<file path="config.mk">
export PLATFORM = sky130hd
export DESIGN_NAME = timer_ctrl
export DESIGN_NICKNAME = d
export VERILOG_FILES = /design/src/rtl/timer_ctrl.sv
export SDC_FILE = /design/constraint.sdc
export NUM_CORES = 1
export LEC_CHECK = 0
export CAP_MARGIN = 20
export CORE_ASPECT_RATIO = 1.4
export CORE_UTILIZATION = 37
export CTS_CLUSTER_DIAMETER = 120
export CTS_CLUSTER_SIZE = 14
export DETAILED_ROUTE_END_ITERATION = 6
export SYNTH_ARGS = -nofsm -noshare
export SYNTH_HDL_FRONTEND = slang
export SYNTH_SLANG_ARGS = --single-unit
export TNS_END_PERCENT = 30
</file>
<file path="constraint.sdc">
create_clock -name clk -period 4.1 [get_ports clk]
set_clock_uncertainty 0.2 [all_clocks]
set_input_delay 0.615 -clock clk [delete_from_list [all_inputs] [get_ports clk]]
set_output_delay 0.615 -clock clk [all_outputs]
set_load 0.01 [all_outputs]
</file>
<file path="src/rtl/timer_ctrl.sv">
// timer_ctrl: start/pause/clear/alarm sequencer for an external up-counter.
// It turns debounced key levels into single-cycle rising-edge events. It
// enables the timer while running, raises a timed alarm when the count
// expires, and issues a one-cycle clear to the timer whenever the sequencer
// returns to IDLE through a clear key press or the end of the alarm.
module timer_ctrl #(
  parameter int TIME_SET     = 99,
  parameter int ALARM_CYCLES = 50_000_000
) (
  input  logic       clk,
  input  logic       rst,
  input  logic       key_start,
  input  logic       key_clear,
  input  logic       timeup,
  input  logic [7:0] count_time,
  output logic       timer_en,
  output logic       timer_clr,
  output logic       alarm,
  output logic [1:0] state
);

  typedef enum logic [1:0] {
    IDLE  = 2'd0,
    RUN   = 2'd1,
    PAUSE = 2'd2,
    ALARM = 2'd3
  } state_t;

  localparam logic [7:0]  TIME_SET_V = 8'(TIME_SET);
  localparam logic [25:0] ALARM_LAST = 26'(ALARM_CYCLES - 1);

  state_t      cur_state;
  state_t      nxt_state;
  logic        nxt_clr;
  logic        key_start_q;
  logic        key_clear_q;
  logic [25:0] alarm_cnt;

  logic start_edge;
  logic clear_edge;
  logic expired;
  logic alarm_done;

  // Only rising edges of the key levels act. The level registers reset high,
  // so a key held through reset release is not seen as a press.
  assign start_edge = key_start & ~key_start_q;
  assign clear_edge = key_clear & ~key_clear_q;
  assign expired    = timeup | (count_time == TIME_SET_V);
  assign alarm_done = (alarm_cnt == ALARM_LAST);
  assign state      = cur_state;

  // Next-state selection: clear beats everything, and expiry beats pause in RUN.
  always_comb begin
    // NOTE: every signal assigned here gets a default first, so no path can leave it unassigned and infer a latch.
    nxt_state = cur_state;
    nxt_clr   = 1'b0;
    if (clear_edge) begin
      nxt_state = IDLE;
      nxt_clr   = 1'b1;
    end else begin
      case (cur_state)
        IDLE:    if (start_edge) nxt_state = RUN;
        RUN: begin
          if (expired)         nxt_state = ALARM;
          else if (start_edge) nxt_state = PAUSE;
        end
        PAUSE:   if (start_edge) nxt_state = RUN;
        ALARM: begin
          if (alarm_done) begin
            nxt_state = IDLE;
            nxt_clr   = 1'b1;
          end
        end
        default: nxt_state = IDLE;
      endcase
    end
  end

  // State, key history, alarm counter and outputs, all decoded from the next
  // state so that the outputs change on the same edge as the state.
  always_ff @(posedge clk or posedge rst) begin
    if (rst) begin
      cur_state   <= IDLE;
      key_start_q <= 1'b1;
      key_clear_q <= 1'b1;
      alarm_cnt   <= '0;
      timer_en    <= 1'b0;
      timer_clr   <= 1'b0;
      alarm       <= 1'b0;
    end else begin
      // NOTE: non-blocking assignments here, so every register samples the pre-edge values regardless of statement order.
      cur_state   <= nxt_state;
      key_start_q <= key_start;
      key_clear_q <= key_clear;
      // The counter restarts at 0 on entry to ALARM and is held at 0 elsewhere.
      // It stops at ALARM_LAST because ALARM is left on that same edge.
      if (cur_state == ALARM && nxt_state == ALARM) alarm_cnt <= alarm_cnt + 26'd1;
      else                                          alarm_cnt <= '0;
      timer_en    <= (nxt_state == RUN);
      alarm       <= (nxt_state == ALARM);
      timer_clr   <= nxt_clr;
    end
  end

endmodule

</file>
==> results of run 1 <==
cell type report:
type,count,area (um^2),share of cell area (%)
clock buffer,7,96.3,4.69
clock inverter,1,5.00,0.244
inverter,6,22.5,1.10
multi-input combinational,135,831,40.5
sequential,33,828,40.3
tap,62,77.6,3.78
timing repair buffer,19,193,9.38
per-stage QoR:
stage          instance area, um^2  setup slack, ns
4_1_cts                       2040             1.37
2_1_floorplan                 1720             1.90
3_5_place_dp                  1940             1.38
5_1_grt                       2050             1.42
3_3_place_gp                  1940             1.47
6_report                      2050             1.63
layer usage:
metal  vias to the layer above  track usage, %
li1                        695               -
met1                       697            19.3
met2                        29            29.8
met3                         5            3.27
met4                         0            6.98
met5                         -               0
report_power, final:
group          leakage [nW]  switching (W)  internal, W
clock network        0.0542       0.000115     0.000152
logic                 0.232      0.0000294    0.0000308
registers             0.448     0.00000781     0.000334
sequential cells by signal (all words and copies together), names as in the netlist:
register / cells
timer_en: 1
key_start_q: 1
state: 2
timer_clr: 1
key_clear_q: 1
alarm_cnt: 26
alarm: 1
worst max-delay path: stages (launching register included):
cell and delay, ns:
dfrtp_1 0.43, nand4_1 0.30, or4_1 0.64, o21ai_2 0.50, buf_8 0.23, a21oi_1 0.05
Yosys cell counts (2+ instances only):
cell,count,area share (%)
nor4_1,5,1.8
or4_4,4,2.6
nand2_1,11,2.4
nand4_1,9,3.3
inv_1,6,1.3
a21oi_2,3,1.5
and3_1,2,0.73
a21oi_1,9,2.6
o31ai_1,5,2.2
clkbuf_1,2,0.44
or4_1,7,3.1
o21ai_1,2,0.58
or3_1,6,2.2
dfstp_2,2,3.1
nand3_1,13,3.8
dfrtp_1,31,45
nor2_1,21,4.6
xnor2_1,7,3.6
o21ai_0,6,1.7
nor3_1,3,0.87
xor2_1,6,3.1
buf_2,2,0.58
nand2b_1,3,1.1
nand4bb_1,2,1.3
cell families (layout without fill, tap and decap cells):
logic type	Yosys count	count (layout)	synth area share, %
XOR/XNOR	13	13	6.61
adder cells (fa/ha/maj)	1	1	0.727
buffers and inverters	13	33	3.63
AO/OA/AOI/OAI	29	29	10.5
AND/OR/NAND/NOR	92	92	30.5
flip-flops	33	33	48.1
worst min path at each step:
stage,start,end,slack (ns),depth (start not counted)
3_5_place_dp,alarm_cnt[0],alarm_cnt[0],0.32,1
2_1_floorplan,alarm_cnt[0],alarm_cnt[0],0.29,1
5_1_grt,alarm_cnt[0],alarm_cnt[0],0.35,1
3_3_place_gp,alarm_cnt[0],alarm_cnt[0],0.31,1
6_report,alarm_cnt[0],alarm_cnt[0],0.33,1
4_1_cts,alarm_cnt[0],alarm_cnt[0],0.33,1
==> summary.txt, run 1 <==
Yosys
  • Asr flop ratio synth: 100%
  • Synth unique cells: 38
  • Syn_area_per_cell: 9.51 um^2
  • Post-synthesis sequential area ratio: 48.1%
  • Synth Cell Area: 0.00172 mm^2
  • Synthesized netlist cell count: 181
  • Synth warnings: 0
  • Seq cells post-synth: 33
  • EDFF count, synth: 0
  • Primary FF master, synth: dfrtp_1
  • Net Count, Synth: 195

Route
  • Drt drc: 0
  • Met2 routed wirelength: 1900 um
  • Drt wl/cell: 13.7 um
  • DR WL met3: 98 um
  • Max layer used: met4
  • DR iter-0 viols: 26
  • Detailed Routing Iterations Pass 1: 4
  • Met1 Routed Length: 1550 um
  • Vias per cell: 5.42
  • Via count: 1,426
  • Final wirelength: 3590 um
  • Post-DRT Antenna Nets: 0

Clock network
  • Post-CTS Resized: 0
  • Clock slew at reported path FFs: 0.07 ns
  • Clock buffer depth: 2
  • Worst-skew pair later-pin latency: 0.28 ns
  • Cts-stage hold buffer count: 0
  • Post-CTS Setup Inserts: 0
  • Root Buffer: clkbuf_8
  • CTS sink cnt: 33
  • CTS Buf Count: 5
  • Htree depth: 2
  • TritonCTS clock tree: yes

GRT
  • GRT Residual Overflow: 0
  • First-pass GRT wire length: 6200 um
  • Largest net degree at the start of global routing: 34
  • Vias in the first global route: 1,423
  • Initial antenna violation count: 0
  • GRT Util Overall: 16.8%

Placement
  • GPL Wtd Cong: 0.850
  • Placed insts: 254
  • Port Buffers: 17
  • Post-detail-place hpwl: 2600 um

Final layout
  • Area Overhead vs Synth: 19.3%
  • Share of layout cells above drive strength 1: 9.95%
  • Util after Layout: 45.6%
  • Nets: 214
  • Most common cell after layout, fill and taps aside: dfrtp_1
  • Post-Layout Cell Count: 263
  • Fill count: 447
  • Commonest non-fill, non-tap cells in the layout: dfrtp_1 (31), nor2_1 (21), clkdlybuf4s50_1 (17)
  • Diode count: 0

Flow run
  • MaxCap Viol Count: 0

Critical path
  • R2R setup slack: 1.63 ns
  • CP Launch Point: alarm_cnt[3]
  • CP Class: register to register
  • Required @ worst endpoint: 4.06 ns
  • Arrival time worst endpoint: 2.44 ns
  • Crit Path Max Fanout: 14
  • Worst reg2reg startpoint: alarm_cnt[3]
  • Critical Path Start Type: register
  • CP endpoint kind: register
  • Reg-to-Reg End: alarm_cnt[23]
  • R2r worst-path depth: 5
  • Crit path capture: alarm_cnt[23]

Timing
  • Fin crit period: 2.47 ns
  • F_max: 0.404 GHz
  • Worst relative slew slack: 61.0%
  • Final period utilization: 60.3%
  • Final hold slack: 0.326 ns
  • Final setup vio count: 0
  • Hold Fails Final Rpt: 0
  • Setup TNS: 0 ns
  • RSZ-0062 raised after global routing: false
  • Fin. max-slew vios: 0
  • Worst slew pin tran: 0.585 ns

Floorplanning
  • Die area: 0.00493 mm^2
  • # rows: 29
  • Die height: 82.7 um
  • Die W: 59.7 um
  • Initial core utilization: 38.3%
  • Core Area: 0.00450 mm^2
  • Boundary pin count: 18

Run status
  • Outcome: complete, no violations

Pwr
  • Cell area power density: 326 mW/mm^2
  • Total power: 0.000669 W
  • Leak: 0.734 nW
  • Max VDD drop: 154 uV

Worst hold path
  • Min-Delay Path Class: register to register
Note: power is estimated with default switching activity, not from simulation.
==> run 2, diff against run 1 <==
==> constraint.sdc (replaced) <==
create_clock -name clk -period 2.3 [get_ports clk]
set_clock_uncertainty 0.2 [all_clocks]
set_input_delay 0.345 -clock clk [delete_from_list [all_inputs] [get_ports clk]]
set_output_delay 0.345 -clock clk [all_outputs]
set_load 0.01 [all_outputs]
==> summary.txt, run 2 (same netlist as run 1, synthesis figures left out) <==
Critical path
  • Required @ worst endpoint: 2.33 ns
  • Arrival time worst endpoint: 2.17 ns
  • Critical Path Start Type: register
  • CP Class: register to register
  • Crit Path Max Fanout: 12
  • CP endpoint kind: register

Timing
  • RSZ-0062 raised after global routing: false
  • Fin. max-slew vios: 0
  • Worst relative slew slack: 72.5%
  • Setup TNS: 0 ns
  • Hold Fails Final Rpt: 0
  • Final period utilization: 93.1%
  • Fin worst setup slack: 0.159 ns
  • Final setup vio count: 0
  • Fin crit period: 2.14 ns
  • Worst slew pin tran: 0.413 ns
  • F_max: 0.467 GHz

GRT
  • Largest net degree at the start of global routing: 34
  • Vias in the first global route: 1,508
  • Initial antenna violation count: 0
  • First-pass GRT wire length: 6650 um
  • GRT Residual Overflow: 0
  • GRT Util Overall: 18.3%

Route
  • Post-DRT Antenna Nets: 0
  • Drt drc: 0
  • Final wirelength: 3760 um
  • Drt wl/cell: 13.9 um
  • Vias per cell: 5.35
  • Detailed Routing Iterations Pass 1: 4
  • DR iter-0 viols: 46
  • Via count: 1,450

Final layout
  • Commonest non-fill, non-tap cells in the layout: dfrtp_1 (29), nor2_1 (21), clkdlybuf4s50_1 (17)
  • Diode count: 0
  • Max reg flops: 26
  • Top reg by flops: alarm_cnt
  • Area Overhead vs Synth: 22.2%
  • Share of layout cells above drive strength 1: 13.9%
  • Most common cell after layout, fill and taps aside: dfrtp_1
  • Nets: 222
  • Fin area: 0.00210 mm^2
  • Post-Layout Cell Count: 271

Pwr
  • Cell area power density: 544 mW/mm^2
  • Leak: 0.764 nW
  • Max VDD drop: 297 uV

Clock network
  • Htree depth: 2
  • Cts-stage hold buffer count: 0
  • Clock slew at reported path FFs: 0.07 ns
  • Clock buffer depth: 2
  • CTS Buf Count: 5
  • TritonCTS clock tree: yes
  • Worst-skew pair later-pin latency: 0.30 ns
  • CTS sink cnt: 33
  • Root Buffer: clkbuf_8

Placement
  • Placed Area: 0.00200 mm^2
  • Placed insts: 261
  • Post-detail-place hpwl: 2770 um
  • GPL Wtd Cong: 0.756
  • DP Worst Slack: 0.132 ns
  • Port Buffers: 17

Floorplanning
  • Die W: 59.7 um
  • Core Area: 0.00450 mm^2
  • Die height: 82.7 um
  • Initial core utilization: 38.3%
  • # rows: 29
  • Die area: 0.00493 mm^2
  • Boundary pin count: 18

Flow run
  • MaxCap Viol Count: 0

Worst hold path
  • Min-Delay Path Class: input port to async pin

Run status
  • Outcome: complete, no violations
[run 2: cell types whose count changed in the layout (fill, tap and decap cells not counted), sizes merged]
cell / before / now
buf: 2 / 10
[run 2: area by class of cell]
type                            instances  area (um^2)
Tap cell                               62         77.6
Multi-Input combinational cell        135          835
Inverter                                6         22.5
Fill cell                             458         2390
Timing Repair Buffer                   27          258
Sequential cell                        33          831
Clock inverter                          1         5.00
Clock buffer                            7         76.3
[run 2: per-stage QoR]
step | utilization [%] | hold WS (ns) | power (W)
6_report | 46.8 | 0.238 | 0.00114
5_1_grt | 46.8 | 0.286 | 0.00119
4_1_cts | 46.3 | 0.260 | 0.00116
3_5_place_dp | 44.5 | 0.339 | 0.000734
3_3_place_gp | 44.5 | 0.331 | 0.000731
2_1_floorplan | - | 0.149 | 0.000671
[run 2: worst paths after layout]
check | startpoint | to | slack, ns | cells past startpoint
setup / recovery | alarm_cnt[16] | alarm_cnt[25] | 0.16 | 4
hold / removal | rst | alarm_cnt[25] | 0.24 | 3
setup reg to reg | alarm_cnt[16] | alarm_cnt[25] | 0.16 | 4
hold reg to reg | alarm_cnt[0] | alarm_cnt[0] | 0.30 | 1
max in group asynchronous | rst | key_clear_q | 1.33 | 3
min in group clk | alarm_cnt[0] | alarm_cnt[0] | 0.30 | 1
[run 2: worst max-delay path, cell delays in order, from the launching register on]
cell	delay (ns)
dfrtp_1	0.41
nand3_1	0.15
or4_4	0.64
or4_1	0.54
a21oi_1	0.15
[run 2: what timing repair did]
action                     in CTS  in global routing
setup endpoints to repair       0                  7
resized for setup               0                  3
buffers inserted                0                  2
[run 2: layer usage]
layer  wire (um)  up-vias  share of wire, %  track usage, %
met5           0        -                 0               0
li1            -      714                 -               -
met2        2040       22                54            33.0
met1        1550      705                41            20.9
met3         102        9               2.7            3.27
met4          70        0               1.9            7.67
[run 2: power breakdown]
group	total [W]	internal (W)	switching (W)
Clock	0.000423	0.000212	0.000211
Combinational	0.000110	0.0000577	0.0000525
Sequential	0.000611	0.000596	0.0000156
Total	0.00114	0.000865	0.000279
